## src/rtl/fft8_result_streamer_pkg.sv

```systemverilog
// Shared constants for the 8-point FFT datapath and its result streamer.
//   FFT_N / FFT_LOG2N : transform size and index width
//   bitrev3()         : 3-bit index bit reversal (0,4,2,6,1,5,3,7 order)
//   bank_state_t      : occupancy of one frame bank
//   rd_state_t        : read-side streaming FSM state
package fft8_result_streamer_pkg;

    localparam int FFT_N     = 8;
    localparam int FFT_LOG2N = 3;

    typedef enum logic {
        BANK_EMPTY = 1'b0,
        BANK_FULL  = 1'b1
    } bank_state_t;

    typedef enum logic {
        RD_IDLE   = 1'b0,
        RD_STREAM = 1'b1
    } rd_state_t;

    function automatic logic [FFT_LOG2N-1:0] bitrev3(input logic [FFT_LOG2N-1:0] v);
        return {v[0], v[1], v[2]};
    endfunction

endpackage

```

## src/rtl/fft8_result_streamer_if.sv

```systemverilog
// Output stream of the FFT result streamer: one complex bin per beat.
//   m_valid_o / m_ready_i : valid/ready handshake
//   m_re_o / m_im_o       : real / imaginary word of the beat
//   m_idx_o               : bin index of the beat
//   m_last_o              : final beat of a frame
// master = streamer side, slave = downstream consumer.
interface fft8_result_streamer_if #(
    parameter int DATA_W = 16
);
    import fft8_result_streamer_pkg::*;

    logic                 m_valid_o;
    logic                 m_ready_i;
    logic [DATA_W-1:0]    m_re_o;
    logic [DATA_W-1:0]    m_im_o;
    logic [FFT_LOG2N-1:0] m_idx_o;
    logic                 m_last_o;

    modport master (
        output m_valid_o, m_re_o, m_im_o, m_idx_o, m_last_o,
        input  m_ready_i
    );

    modport slave (
        input  m_valid_o, m_re_o, m_im_o, m_idx_o, m_last_o,
        output m_ready_i
    );

endinterface

```

## src/rtl/fft8_frame_bank.sv

```systemverilog
// One frame of FFT results: 8 complex words held in registers.
//   clk           : clock
//   we            : write all 8 bins this cycle
//   wr_re / wr_im : the 8 real / imaginary words to store
//   rd_idx        : bin to read
//   rd_re / rd_im : combinational read of bin rd_idx
// Contents are data-path only and carry no reset; the owner qualifies
// the read with its own valid state.
module fft8_frame_bank
    import fft8_result_streamer_pkg::*;
#(
    parameter int DATA_W = 16
) (
    input  logic                 clk,
    input  logic                 we,
    input  logic [DATA_W-1:0]    wr_re [FFT_N],
    input  logic [DATA_W-1:0]    wr_im [FFT_N],
    input  logic [FFT_LOG2N-1:0] rd_idx,
    output logic [DATA_W-1:0]    rd_re,
    output logic [DATA_W-1:0]    rd_im
);

    logic [DATA_W-1:0] re_reg [FFT_N];
    logic [DATA_W-1:0] im_reg [FFT_N];

    always_ff @(posedge clk) begin
        if (we) begin
            for (int i = 0; i < FFT_N; i++) begin
                re_reg[i] <= wr_re[i];
                im_reg[i] <= wr_im[i];
            end
        end
    end

    assign rd_re = re_reg[rd_idx];
    assign rd_im = im_reg[rd_idx];

endmodule

```

## src/rtl/fft8_result_streamer.sv

```systemverilog
// Captures the 8 parallel complex FFT results on valid_i into one of two
// ping-pong frame banks and streams them out one bin per beat.
//   clk, rst            : clock, synchronous active-high reset
//   valid_i             : datapath results valid this cycle
//   X_k_R_i / X_k_I_i   : real / imag word of bin k (k = 0..7)
//   m                   : output stream (master side)
//   busy_o              : at least one bank holds a frame
//   ovf_o / ovf_clr_i   : sticky frame-dropped flag and its clear
module fft8_result_streamer
    import fft8_result_streamer_pkg::*;
#(
    parameter int DATA_W     = 16,
    parameter int BITREV_OUT = 0
) (
    input  logic              clk,
    input  logic              rst,
    input  logic              valid_i,
    input  logic [DATA_W-1:0] X_0_R_i, X_0_I_i,
    input  logic [DATA_W-1:0] X_1_R_i, X_1_I_i,
    input  logic [DATA_W-1:0] X_2_R_i, X_2_I_i,
    input  logic [DATA_W-1:0] X_3_R_i, X_3_I_i,
    input  logic [DATA_W-1:0] X_4_R_i, X_4_I_i,
    input  logic [DATA_W-1:0] X_5_R_i, X_5_I_i,
    input  logic [DATA_W-1:0] X_6_R_i, X_6_I_i,
    input  logic [DATA_W-1:0] X_7_R_i, X_7_I_i,
    fft8_result_streamer_if.master m,
    output logic              busy_o,
    output logic              ovf_o,
    input  logic              ovf_clr_i
);

    logic [DATA_W-1:0] cap_re [FFT_N];
    logic [DATA_W-1:0] cap_im [FFT_N];

    assign cap_re = '{X_0_R_i, X_1_R_i, X_2_R_i, X_3_R_i,
                      X_4_R_i, X_5_R_i, X_6_R_i, X_7_R_i};
    assign cap_im = '{X_0_I_i, X_1_I_i, X_2_I_i, X_3_I_i,
                      X_4_I_i, X_5_I_i, X_6_I_i, X_7_I_i};

    bank_state_t          bank_state_reg [2];
    bank_state_t          bank_state_next [2];
    rd_state_t            rd_state_reg, rd_state_next;
    logic                 wr_bank_reg, wr_bank_next;
    logic                 rd_bank_reg, rd_bank_next;
    logic [FFT_LOG2N-1:0] rd_cnt_reg, rd_cnt_next;
    logic                 ovf_reg, ovf_next;

    logic                 xfer, rel_bank, capture, drop;
    logic [1:0]           bank_we;
    logic [FFT_LOG2N-1:0] rd_pos;
    logic [DATA_W-1:0]    bank_re [2];
    logic [DATA_W-1:0]    bank_im [2];

    assign rd_pos = (BITREV_OUT != 0) ? bitrev3(rd_cnt_reg) : rd_cnt_reg;

    genvar gi;
    generate
        for (gi = 0; gi < 2; gi++) begin : g_bank
            assign bank_we[gi] = capture && (wr_bank_reg == 1'(gi));

            fft8_frame_bank #(
                .DATA_W (DATA_W)
            ) u_bank (
                .clk    (clk),
                .we     (bank_we[gi]),
                .wr_re  (cap_re),
                .wr_im  (cap_im),
                .rd_idx (rd_pos),
                .rd_re  (bank_re[gi]),
                .rd_im  (bank_im[gi])
            );
        end
    endgenerate

    always_ff @(posedge clk) begin
        if (rst) begin
            bank_state_reg[0] <= BANK_EMPTY;
            bank_state_reg[1] <= BANK_EMPTY;
            rd_state_reg      <= RD_IDLE;
            wr_bank_reg       <= 1'b0;
            rd_bank_reg       <= 1'b0;
            rd_cnt_reg        <= '0;
            ovf_reg           <= 1'b0;
        end else begin
            bank_state_reg    <= bank_state_next;
            rd_state_reg      <= rd_state_next;
            wr_bank_reg       <= wr_bank_next;
            rd_bank_reg       <= rd_bank_next;
            rd_cnt_reg        <= rd_cnt_next;
            ovf_reg           <= ovf_next;
        end
    end

    always_comb begin
        bank_state_next = bank_state_reg;
        rd_state_next   = rd_state_reg;
        wr_bank_next    = wr_bank_reg;
        rd_bank_next    = rd_bank_reg;
        rd_cnt_next     = rd_cnt_reg;
        ovf_next        = ovf_reg;

        xfer     = (rd_state_reg == RD_STREAM) && m.m_ready_i;
        rel_bank = xfer && (rd_cnt_reg == 3'(FFT_N - 1));
        // A bank draining its last beat this cycle can be refilled at the same
        // edge; the pointers only coincide when both banks are full.
        capture  = valid_i && ((bank_state_reg[wr_bank_reg] == BANK_EMPTY) ||
                               (rel_bank && (rd_bank_reg == wr_bank_reg)));
        drop     = valid_i && !capture;

        if (xfer) begin
            rd_cnt_next = rd_cnt_reg + 3'd1;    // wraps to 0 after the 8th beat
        end
        if (rel_bank) begin
            bank_state_next[rd_bank_reg] = BANK_EMPTY;
            rd_bank_next                 = ~rd_bank_reg;
        end
        // Applied after the release so a same-bank refill leaves it FULL.
        if (capture) begin
            bank_state_next[wr_bank_reg] = BANK_FULL;
            wr_bank_next                 = ~wr_bank_reg;
        end

        if (drop) begin
            ovf_next = 1'b1;
        end else if (ovf_clr_i) begin
            ovf_next = 1'b0;
        end

        // Streaming follows the occupancy of whichever bank is read next,
        // so a full second bank continues without a bubble.
        rd_state_next = (bank_state_next[rd_bank_next] == BANK_FULL) ? RD_STREAM : RD_IDLE;
    end

    assign m.m_valid_o = (rd_state_reg == RD_STREAM);
    assign m.m_idx_o   = rd_pos;
    assign m.m_re_o    = m.m_valid_o ? bank_re[rd_bank_reg] : '0;
    assign m.m_im_o    = m.m_valid_o ? bank_im[rd_bank_reg] : '0;
    assign m.m_last_o  = m.m_valid_o && (rd_cnt_reg == 3'(FFT_N - 1));

    assign busy_o = (bank_state_reg[0] == BANK_FULL) || (bank_state_reg[1] == BANK_FULL);
    assign ovf_o  = ovf_reg;

endmodule

```

## src/flat_wrapper.sv

```systemverilog
// flat-port wrapper written by rule: the top's interface ports become plain ports
module fft8_result_streamer_flat import fft8_result_streamer_pkg::*;
#(
    parameter int DATA_W     = 16,
    parameter int BITREV_OUT = 0
)
  (clk, rst, valid_i, X_0_R_i, X_0_I_i, X_1_R_i, X_1_I_i, X_2_R_i, X_2_I_i, X_3_R_i, X_3_I_i, X_4_R_i, X_4_I_i, X_5_R_i, X_5_I_i, X_6_R_i, X_6_I_i, X_7_R_i, X_7_I_i, busy_o, ovf_o, ovf_clr_i, m_m_valid_o, m_m_re_o, m_m_im_o, m_m_idx_o, m_m_last_o, m_m_ready_i);
  fft8_result_streamer_if #(.DATA_W(DATA_W)) m_i ();
  input  logic clk;
  input  logic rst;
  input  logic valid_i;
  input  logic [DATA_W-1:0] X_0_R_i;
  input  logic [DATA_W-1:0] X_0_I_i;
  input  logic [DATA_W-1:0] X_1_R_i;
  input  logic [DATA_W-1:0] X_1_I_i;
  input  logic [DATA_W-1:0] X_2_R_i;
  input  logic [DATA_W-1:0] X_2_I_i;
  input  logic [DATA_W-1:0] X_3_R_i;
  input  logic [DATA_W-1:0] X_3_I_i;
  input  logic [DATA_W-1:0] X_4_R_i;
  input  logic [DATA_W-1:0] X_4_I_i;
  input  logic [DATA_W-1:0] X_5_R_i;
  input  logic [DATA_W-1:0] X_5_I_i;
  input  logic [DATA_W-1:0] X_6_R_i;
  input  logic [DATA_W-1:0] X_6_I_i;
  input  logic [DATA_W-1:0] X_7_R_i;
  input  logic [DATA_W-1:0] X_7_I_i;
  output logic busy_o;
  output logic ovf_o;
  input  logic ovf_clr_i;
  output wire logic [$bits(m_i.m_valid_o)-1:0] m_m_valid_o;
  output wire logic [$bits(m_i.m_re_o)-1:0] m_m_re_o;
  output wire logic [$bits(m_i.m_im_o)-1:0] m_m_im_o;
  output wire logic [$bits(m_i.m_idx_o)-1:0] m_m_idx_o;
  output wire logic [$bits(m_i.m_last_o)-1:0] m_m_last_o;
  input wire logic [$bits(m_i.m_ready_i)-1:0] m_m_ready_i;
  assign m_m_valid_o = m_i.m_valid_o;
  assign m_m_re_o = m_i.m_re_o;
  assign m_m_im_o = m_i.m_im_o;
  assign m_m_idx_o = m_i.m_idx_o;
  assign m_m_last_o = m_i.m_last_o;
  assign m_i.m_ready_i = m_m_ready_i;
  fft8_result_streamer #(.DATA_W(DATA_W), .BITREV_OUT(BITREV_OUT)) u_core (.clk(clk), .rst(rst), .valid_i(valid_i), .X_0_R_i(X_0_R_i), .X_0_I_i(X_0_I_i), .X_1_R_i(X_1_R_i), .X_1_I_i(X_1_I_i), .X_2_R_i(X_2_R_i), .X_2_I_i(X_2_I_i), .X_3_R_i(X_3_R_i), .X_3_I_i(X_3_I_i), .X_4_R_i(X_4_R_i), .X_4_I_i(X_4_I_i), .X_5_R_i(X_5_R_i), .X_5_I_i(X_5_I_i), .X_6_R_i(X_6_R_i), .X_6_I_i(X_6_I_i), .X_7_R_i(X_7_R_i), .X_7_I_i(X_7_I_i), .m(m_i), .busy_o(busy_o), .ovf_o(ovf_o), .ovf_clr_i(ovf_clr_i));
endmodule
```

## config.mk

```make
export PLATFORM = sky130hd
export DESIGN_NAME = fft8_result_streamer_flat
export DESIGN_NICKNAME = d
export VERILOG_FILES = /design/src/rtl/fft8_result_streamer_pkg.sv /design/src/rtl/fft8_result_streamer_if.sv /design/src/rtl/fft8_frame_bank.sv /design/src/rtl/fft8_result_streamer.sv /design/src/flat_wrapper.sv
export SDC_FILE = /design/constraint.sdc
export NUM_CORES = 1
export LEC_CHECK = 0
export CORE_AREA = 8 8 248 179
export DETAILED_ROUTE_END_ITERATION = 16
export DIE_AREA = 0 0 256 187
export DONT_BUFFER_PORTS = 1
export GPL_ROUTABILITY_DRIVEN = 0
export SLEW_MARGIN = 40
export SYNTH_ARGS = -nofsm -noshare
export SYNTH_HDL_FRONTEND = slang
export SYNTH_SLANG_ARGS = --single-unit
```

## constraint.sdc

```tcl
create_clock -name clk -period 36.2 [get_ports clk]
set_input_delay 7.24 -clock clk [delete_from_list [all_inputs] [get_ports clk]]
set_output_delay 7.24 -clock clk [all_outputs]
set_load 0.005 [all_outputs]
```

==> metrics.csv, run 1 <==
metric,value,unit
status,completed,
r2r setup slk,32.55,ns
RSZ-0062 raised after global routing,false,
Slew Limit Fails,0,
reg2reg path depth,8,
Post-layout nets,1259,
Hold Path Depth,2,
Setup crit end kind,primary output,
fin crit period,10.64,ns
Die Height,187,µm
drt total wl,45300,µm
Hold Path Sink,u_core.bank_state_reg[0],
Die X-Extent,256,µm
wire length per cell,28.6,µm
Flop pwr share,54.0,%
Psw,271,µW
worst slew pin tran,0.814,ns
Peak Freq,94.0,MHz
Hold Startpoint,u_core.bank_state_reg[0],
Final Power,1330,µW
# resized after CTS,0,
power share of the clock group,40.5,%
PD cells,59.2,nW/µm²
max_cap viols,0,
dpl hpwl,29300,µm
Int Power,1050,µW
sequential share of the synthesized area,78.2,%
Clock Skews,0.0172,ns
switching portion of total power,20.4,%
share of layout cells above drive strength 1,16.9,%
Starting Density,49.4,%
CTS Buf Count,50,
die area,47900,µm²
"Cell Area, Synth",20000,µm²
clk sinks,524,
clk_lat worst skew,0.57,ns
Final ANT Viol Nets,0,
CP startpoint kind,flip-flop,
"flops & latches, synth",524,
relative slew slack,45.7,%
Post-CTS Hold Fix Bufs,0,
data required time of the worst path,28.96,ns
Crit path arrival time,3.40,ns
H-tree depth,2,
Logic pwr share,5.5,%
largest net degree at the start of global routing,102,
GR Util All Layers,18.8,%
drc violations,0,
I/O pins,300,
Area growth syn-to-layout,12.2,%
critical-path maximum fanout,97,
Leak Pwr,0.00701,µW
CTS tree,yes,
Post-CTS Setup Inserts,0,
"CTS clk-pin slew, worst paths",0.06,ns
min-delay worst type,reg -> reg,
grt ovf,0,
yosys synthesis warning count,0,
final hold violation count,0,
initial antenna violation count,6,
synthesized area per cell,20.4,µm²
Reg2Reg Launch Point,u_core.m.m_idx_o[1],
number of global-route vias before repair,9430,
Detailed Routing Iterations Pass 1,5,
Syn Inst Count,979,
row count,62,
library cells used by synthesis,29,
Clock Path Buffers,3,
Core Box Area,40400,µm²
vias per cell,5.85,
vias,9267,
Port-buffer cells,0,
Root Buffer,clkbuf_16,
Setup Viol. Count Final,0,
Final Cycle Share,29.4,%
Post-Syn Nets,1242,
first-pass GRT wire length,67500,µm
setup_tns,0,ns
crit path kind,reg -> out,
maximum vdd drop,0.0389,mV
Reg-to-Reg End,u_core.g_bank[1].u_bank.im_reg[7][5],
DR iter-0 viols,884,
fillers,3058,
[power by group through the flow]
stage / registers, µW / clock network, µW / logic [µW]
2_1_floorplan: 739 / 0 / 57.0
3_3_place_gp: 730 / 0 / 68.7
3_5_place_dp: 729 / 0 / 71.9
4_1_cts: 717 / 549 / 71.9
5_1_grt: 718 / 575 / 79.0
6_report: 716 / 537 / 72.3
[metal layers]
metal / vias to the layer above / share of wire (%) / track usage [%]
li1: 4074 / - / -
met1: 4782 / 42 / 26.0
met2: 354 / 46 / 27.8
met3: 47 / 11 / 8.18
met4: 10 / 0.96 / 3.32
met5: - / 0.17 / 0
[cells by family (layout without fill, tap and decap cells)]
| logic type | count (synthesis) | after routing | share of synthesized area (%) |
|---|---|---|---|
| flops | 524 | 524 | 78.2 |
| mux | 200 | 200 | 14.0 |
| compound gates | 105 | 105 | 3.78 |
| simple gates | 89 | 89 | 2.09 |
| buf+inv | 57 | 116 | 1.66 |
| fa+ha+maj | 2 | 2 | 0.125 |
| xor+xnor | 2 | 2 | 0.0878 |
| other cells | 0 | 2 | 0 |
[critical path: stages, from the launching register on]
cell	delay [ns]
dfxtp_4	0.63
buf_12	0.60
buf_6	0.64
mux4_2	0.58
a22oi_1	0.19
nand2_1	0.17
[worst max path at each step]
stage	startpoint	end	slack (ns)	cells past startpoint
floorplan	m_m_ready_i	u_core.g_bank[0].u_bank.im_reg[0][0]	16.41	3
CTS	flip-flop	m_m_im_o[12]	25.14	5
global route	flip-flop	m_m_im_o[4]	25.25	5
finish	flip-flop	m_m_im_o[4]	25.56	5
detailed placement	flip-flop	m_m_im_o[12]	25.74	5
global placement	flip-flop	m_m_im_o[4]	25.50	5
[layout make-up]
type                       count  area (µm²)  share of cell area, %
sequential                   524       15600                   69.7
multi-input combinational    398        4080                   18.2
clock buffer                  63        1370                   6.13
tap                          544         681                   3.04
clock inverter                31         338                   1.51
timing repair buffer          21         302                   1.35
antenna                        2        5.00                 0.0223
inverter                       1        3.75                 0.0168
[cell usage in the layout (no fill, tap or decap), types with 2 or more instances in the layout]
cell and instances:
clkinv_1 7, dfxtp_4 2, clkbuf_1 9, buf_4 8, dfxtp_1 10, nand2_1 31, xor2_1 2, buf_16 4
nor2_4 2, buf_6 5, clkbuf_16 53, ha_1 2, edfxtp_1 512, o21ai_1 7, nor2_1 4, clkinv_2 12
a21oi_1 6, clkinvlp_4 2, and2_1 3, bufinv_16 7, diode_2 2, nor2b_4 5, mux4_2 64, nand3_1 36
buf_12 3, a22oi_1 89, nand2b_1 2, mux2i_1 136, clkinv_4 2
[through the flow]
step / hold WS [ns] / setup slack [ns] / std cells / util (%) / cell area, µm²
6_report: 0.479 / 25.56 / 1584 / 55.4 / 22400
5_1_grt: 0.512 / 25.25 / 1582 / 55.4 / 22400
4_1_cts: 0.476 / 25.14 / 1581 / 55.4 / 22400
3_5_place_dp: 0.467 / 25.74 / 1487 / 51.1 / 20700
3_3_place_gp: 0.469 / 25.50 / 1482 / 50.8 / 20500
2_1_floorplan: 0.447 / 16.41 / 979 / - / 20000
[synthesized netlist by cell type]
| cell type | count | area [µm²] |
|---|---|---|
| edfxtp_1 | 512 | 15400 |
| mux2i_1 | 136 | 1360 |
| a22oi_1 | 89 | 668 |
| mux4_2 | 64 | 1440 |
| nand3_1 | 36 | 180 |
| nand2_1 | 31 | 116 |
| clkbuf_1 | 22 | 82.6 |
| buf_4 | 16 | 120 |
| dfxtp_1 | 12 | 240 |
| buf_2 | 10 | 50.1 |
| o21ai_1 | 7 | 35.0 |
| a21oi_1 | 6 | 30.0 |
| buf_6 | 6 | 67.6 |
| nor2_1 | 6 | 22.5 |
| nor2b_1 | 5 | 31.3 |
| and2_1 | 4 | 25.0 |
| buf_1 | 2 | 7.51 |
| ha_1 | 2 | 25.0 |
| nand2b_1 | 2 | 12.5 |
| xor2_1 | 2 | 17.5 |
| a2bb2oi_1 | 1 | 8.76 |
| and3_1 | 1 | 6.26 |
| inv_1 | 1 | 3.75 |
| nand4_1 | 1 | 6.26 |
| nor3_1 | 1 | 5.00 |
| o211ai_1 | 1 | 7.51 |
| o21ai_0 | 1 | 5.00 |
| or2_2 | 1 | 6.26 |
| or3_1 | 1 | 6.26 |
Note: power is estimated with default switching activity, not from simulation.
==> run 2, diff against run 1 <==
==> constraint.sdc (replaced) <==
create_clock -name clk -period 10.99 [get_ports clk]
set_input_delay 2.198 -clock clk [delete_from_list [all_inputs] [get_ports clk]]
set_output_delay 2.198 -clock clk [all_outputs]
set_load 0.005 [all_outputs]
==> run 2 against run 1 <==
Register-to-register slack lost 25 ns; sequential power grew to 3.3 times the previous value; total power grew to 3.2 times the previous value; critical endpoint is now m_m_im_o[13].
==> metrics.csv, run 2 (same netlist as run 1, synthesis figures left out) <==
metric,value,unit
drc violations,0,
GR Util All Layers,18.7,%
CTS Buf Count,49,
DR iter-0 viols,725,
data required time of the worst path,8.79,ns
Post-layout nets,1260,
Clock Skews,0.0208,ns
most frequent cells in the layout,"512 x edfxtp_1, 136 x mux2i_1, 89 x a22oi_1",
Detailed Routing Iterations Pass 1,5,
Leak Pwr,0.00695,µW
Post-CTS Setup Inserts,0,
wire length per cell,28.8,µm
RSZ-0062 raised after global routing,false,
area of the multi-input gates,4080,µm²
critical-path maximum fanout,61,
Final ANT Viol Nets,0,
relative slew slack,47.6,%
max_cap viols,0,
PD cells,192,nW/µm²
Post-CTS Hold Fix Bufs,0,
die area,47900,µm²
Root Buffer,clkbuf_16,
vias per cell,5.92,
"most common cell after layout, fill and taps aside",edfxtp_1,
first-pass GRT wire length,67200,µm
Die Height,187,µm
setup_tns,0,ns
initial antenna violation count,9,
Setup crit end kind,primary output,
maximum vdd drop,0.152,mV
Setup Viol. Count Final,0,
fillers,3073,
final worst setup slack,5.40,ns
I/O pins,300,
clk sinks,524,
drt total wl,45600,µm
DP Worst Slack,5.90,ns
Crit path arrival time,3.40,ns
"slowest stage delay, CP",0.70,ns
Clock Path Buffers,3,
Die X-Extent,256,µm
row count,62,
"slowest stage cell, crit path",buf_4,
vias,9374,
Core Box Area,40400,µm²
CP startpoint kind,flip-flop,
CTS tree,yes,
crit path kind,reg -> out,
crit path cell chain,"buf_12, buf_16, buf_4, mux4_2, a22oi_1, nand2_1",
Slew Limit Fails,0,
status,completed,
worst slew pin tran,0.786,ns
H-tree depth,2,
clk_lat worst skew,0.57,ns
share of layout cells above drive strength 1,16.4,%
min-delay worst type,reg -> reg,
register area,15600,µm²
fin crit period,5.59,ns
dpl hpwl,29500,µm
grt ovf,0,
Reg2Reg Launch Point,u_core.m.m_idx_o[0],
# resized after CTS,0,
Area growth syn-to-layout,11.6,%
Final Cycle Share,50.9,%
Hold Startpoint,u_core.bank_state_reg[0],
Starting Density,49.4,%
final hold violation count,0,
largest net degree at the start of global routing,150,
number of global-route vias before repair,9637,
Port-buffer cells,0,
"CTS clk-pin slew, worst paths",0.06,ns
Peak Freq,179,MHz
==> run 2: worst max-delay path, delay by kind of cell, from the launching register on <==
family	cells	cell delay, ns
buffers and inverters	3	1.44
muxes	1	0.60
DFF	1	0.35
AOI/OAI and AO/OA	1	0.20
and+or+nand+nor	1	0.14
==> run 2: worst paths after layout <==
kind	end	slack (ns)	depth (start not counted)
setup / recovery	m_m_im_o[13]	5.40	6
hold / removal	u_core.bank_state_reg[0]	0.49	2
setup reg to reg	u_core.g_bank[0].u_bank.im_reg[6][5]	7.51	8
hold reg to reg	u_core.bank_state_reg[0]	0.49	2
==> run 2: report_power, final <==
| group | total, µW | switching, µW | internal [µW] |
|---|---|---|---|
| clock | 1690 | 716 | 975 |
| sequential | 2350 | 29.3 | 2320 |
| combinational | 243 | 147 | 95.3 |
==> run 2: layout make-up <==
cell class | instances | area share (%)
Clock inverter | 29 | 1.21
Antenna cell | 2 | 0.0225
Clock buffer | 63 | 5.98
Sequential cell | 524 | 70.2
Multi-Input combinational cell | 398 | 18.3
Tap cell | 544 | 3.06
Inverter | 1 | 0.0169
Timing Repair Buffer | 23 | 1.26
==> run 2: through the flow <==
step	util (%)	instance area (µm²)	cells	power, µW	hold slack [ns]
5_1_grt	55.1	22300	1582	4430	0.514
3_5_place_dp	51.0	20600	1488	2640	0.479
4_1_cts	55.0	22200	1580	4320	0.486
3_3_place_gp	50.8	20500	1484	2630	0.457
6_report	55.1	22300	1584	4290	0.487
2_1_floorplan	-	20000	979	2600	0.447
==> run 2: metal layers <==
layer | up-vias | wire length, µm | GRT usage [%]
met5 | - | 102 | 0
met4 | 14 | 927 | 4.72
met3 | 78 | 4920 | 8.10
met2 | 362 | 20500 | 27.7
met1 | 4846 | 19200 | 25.3
li1 | 4074 | - | -
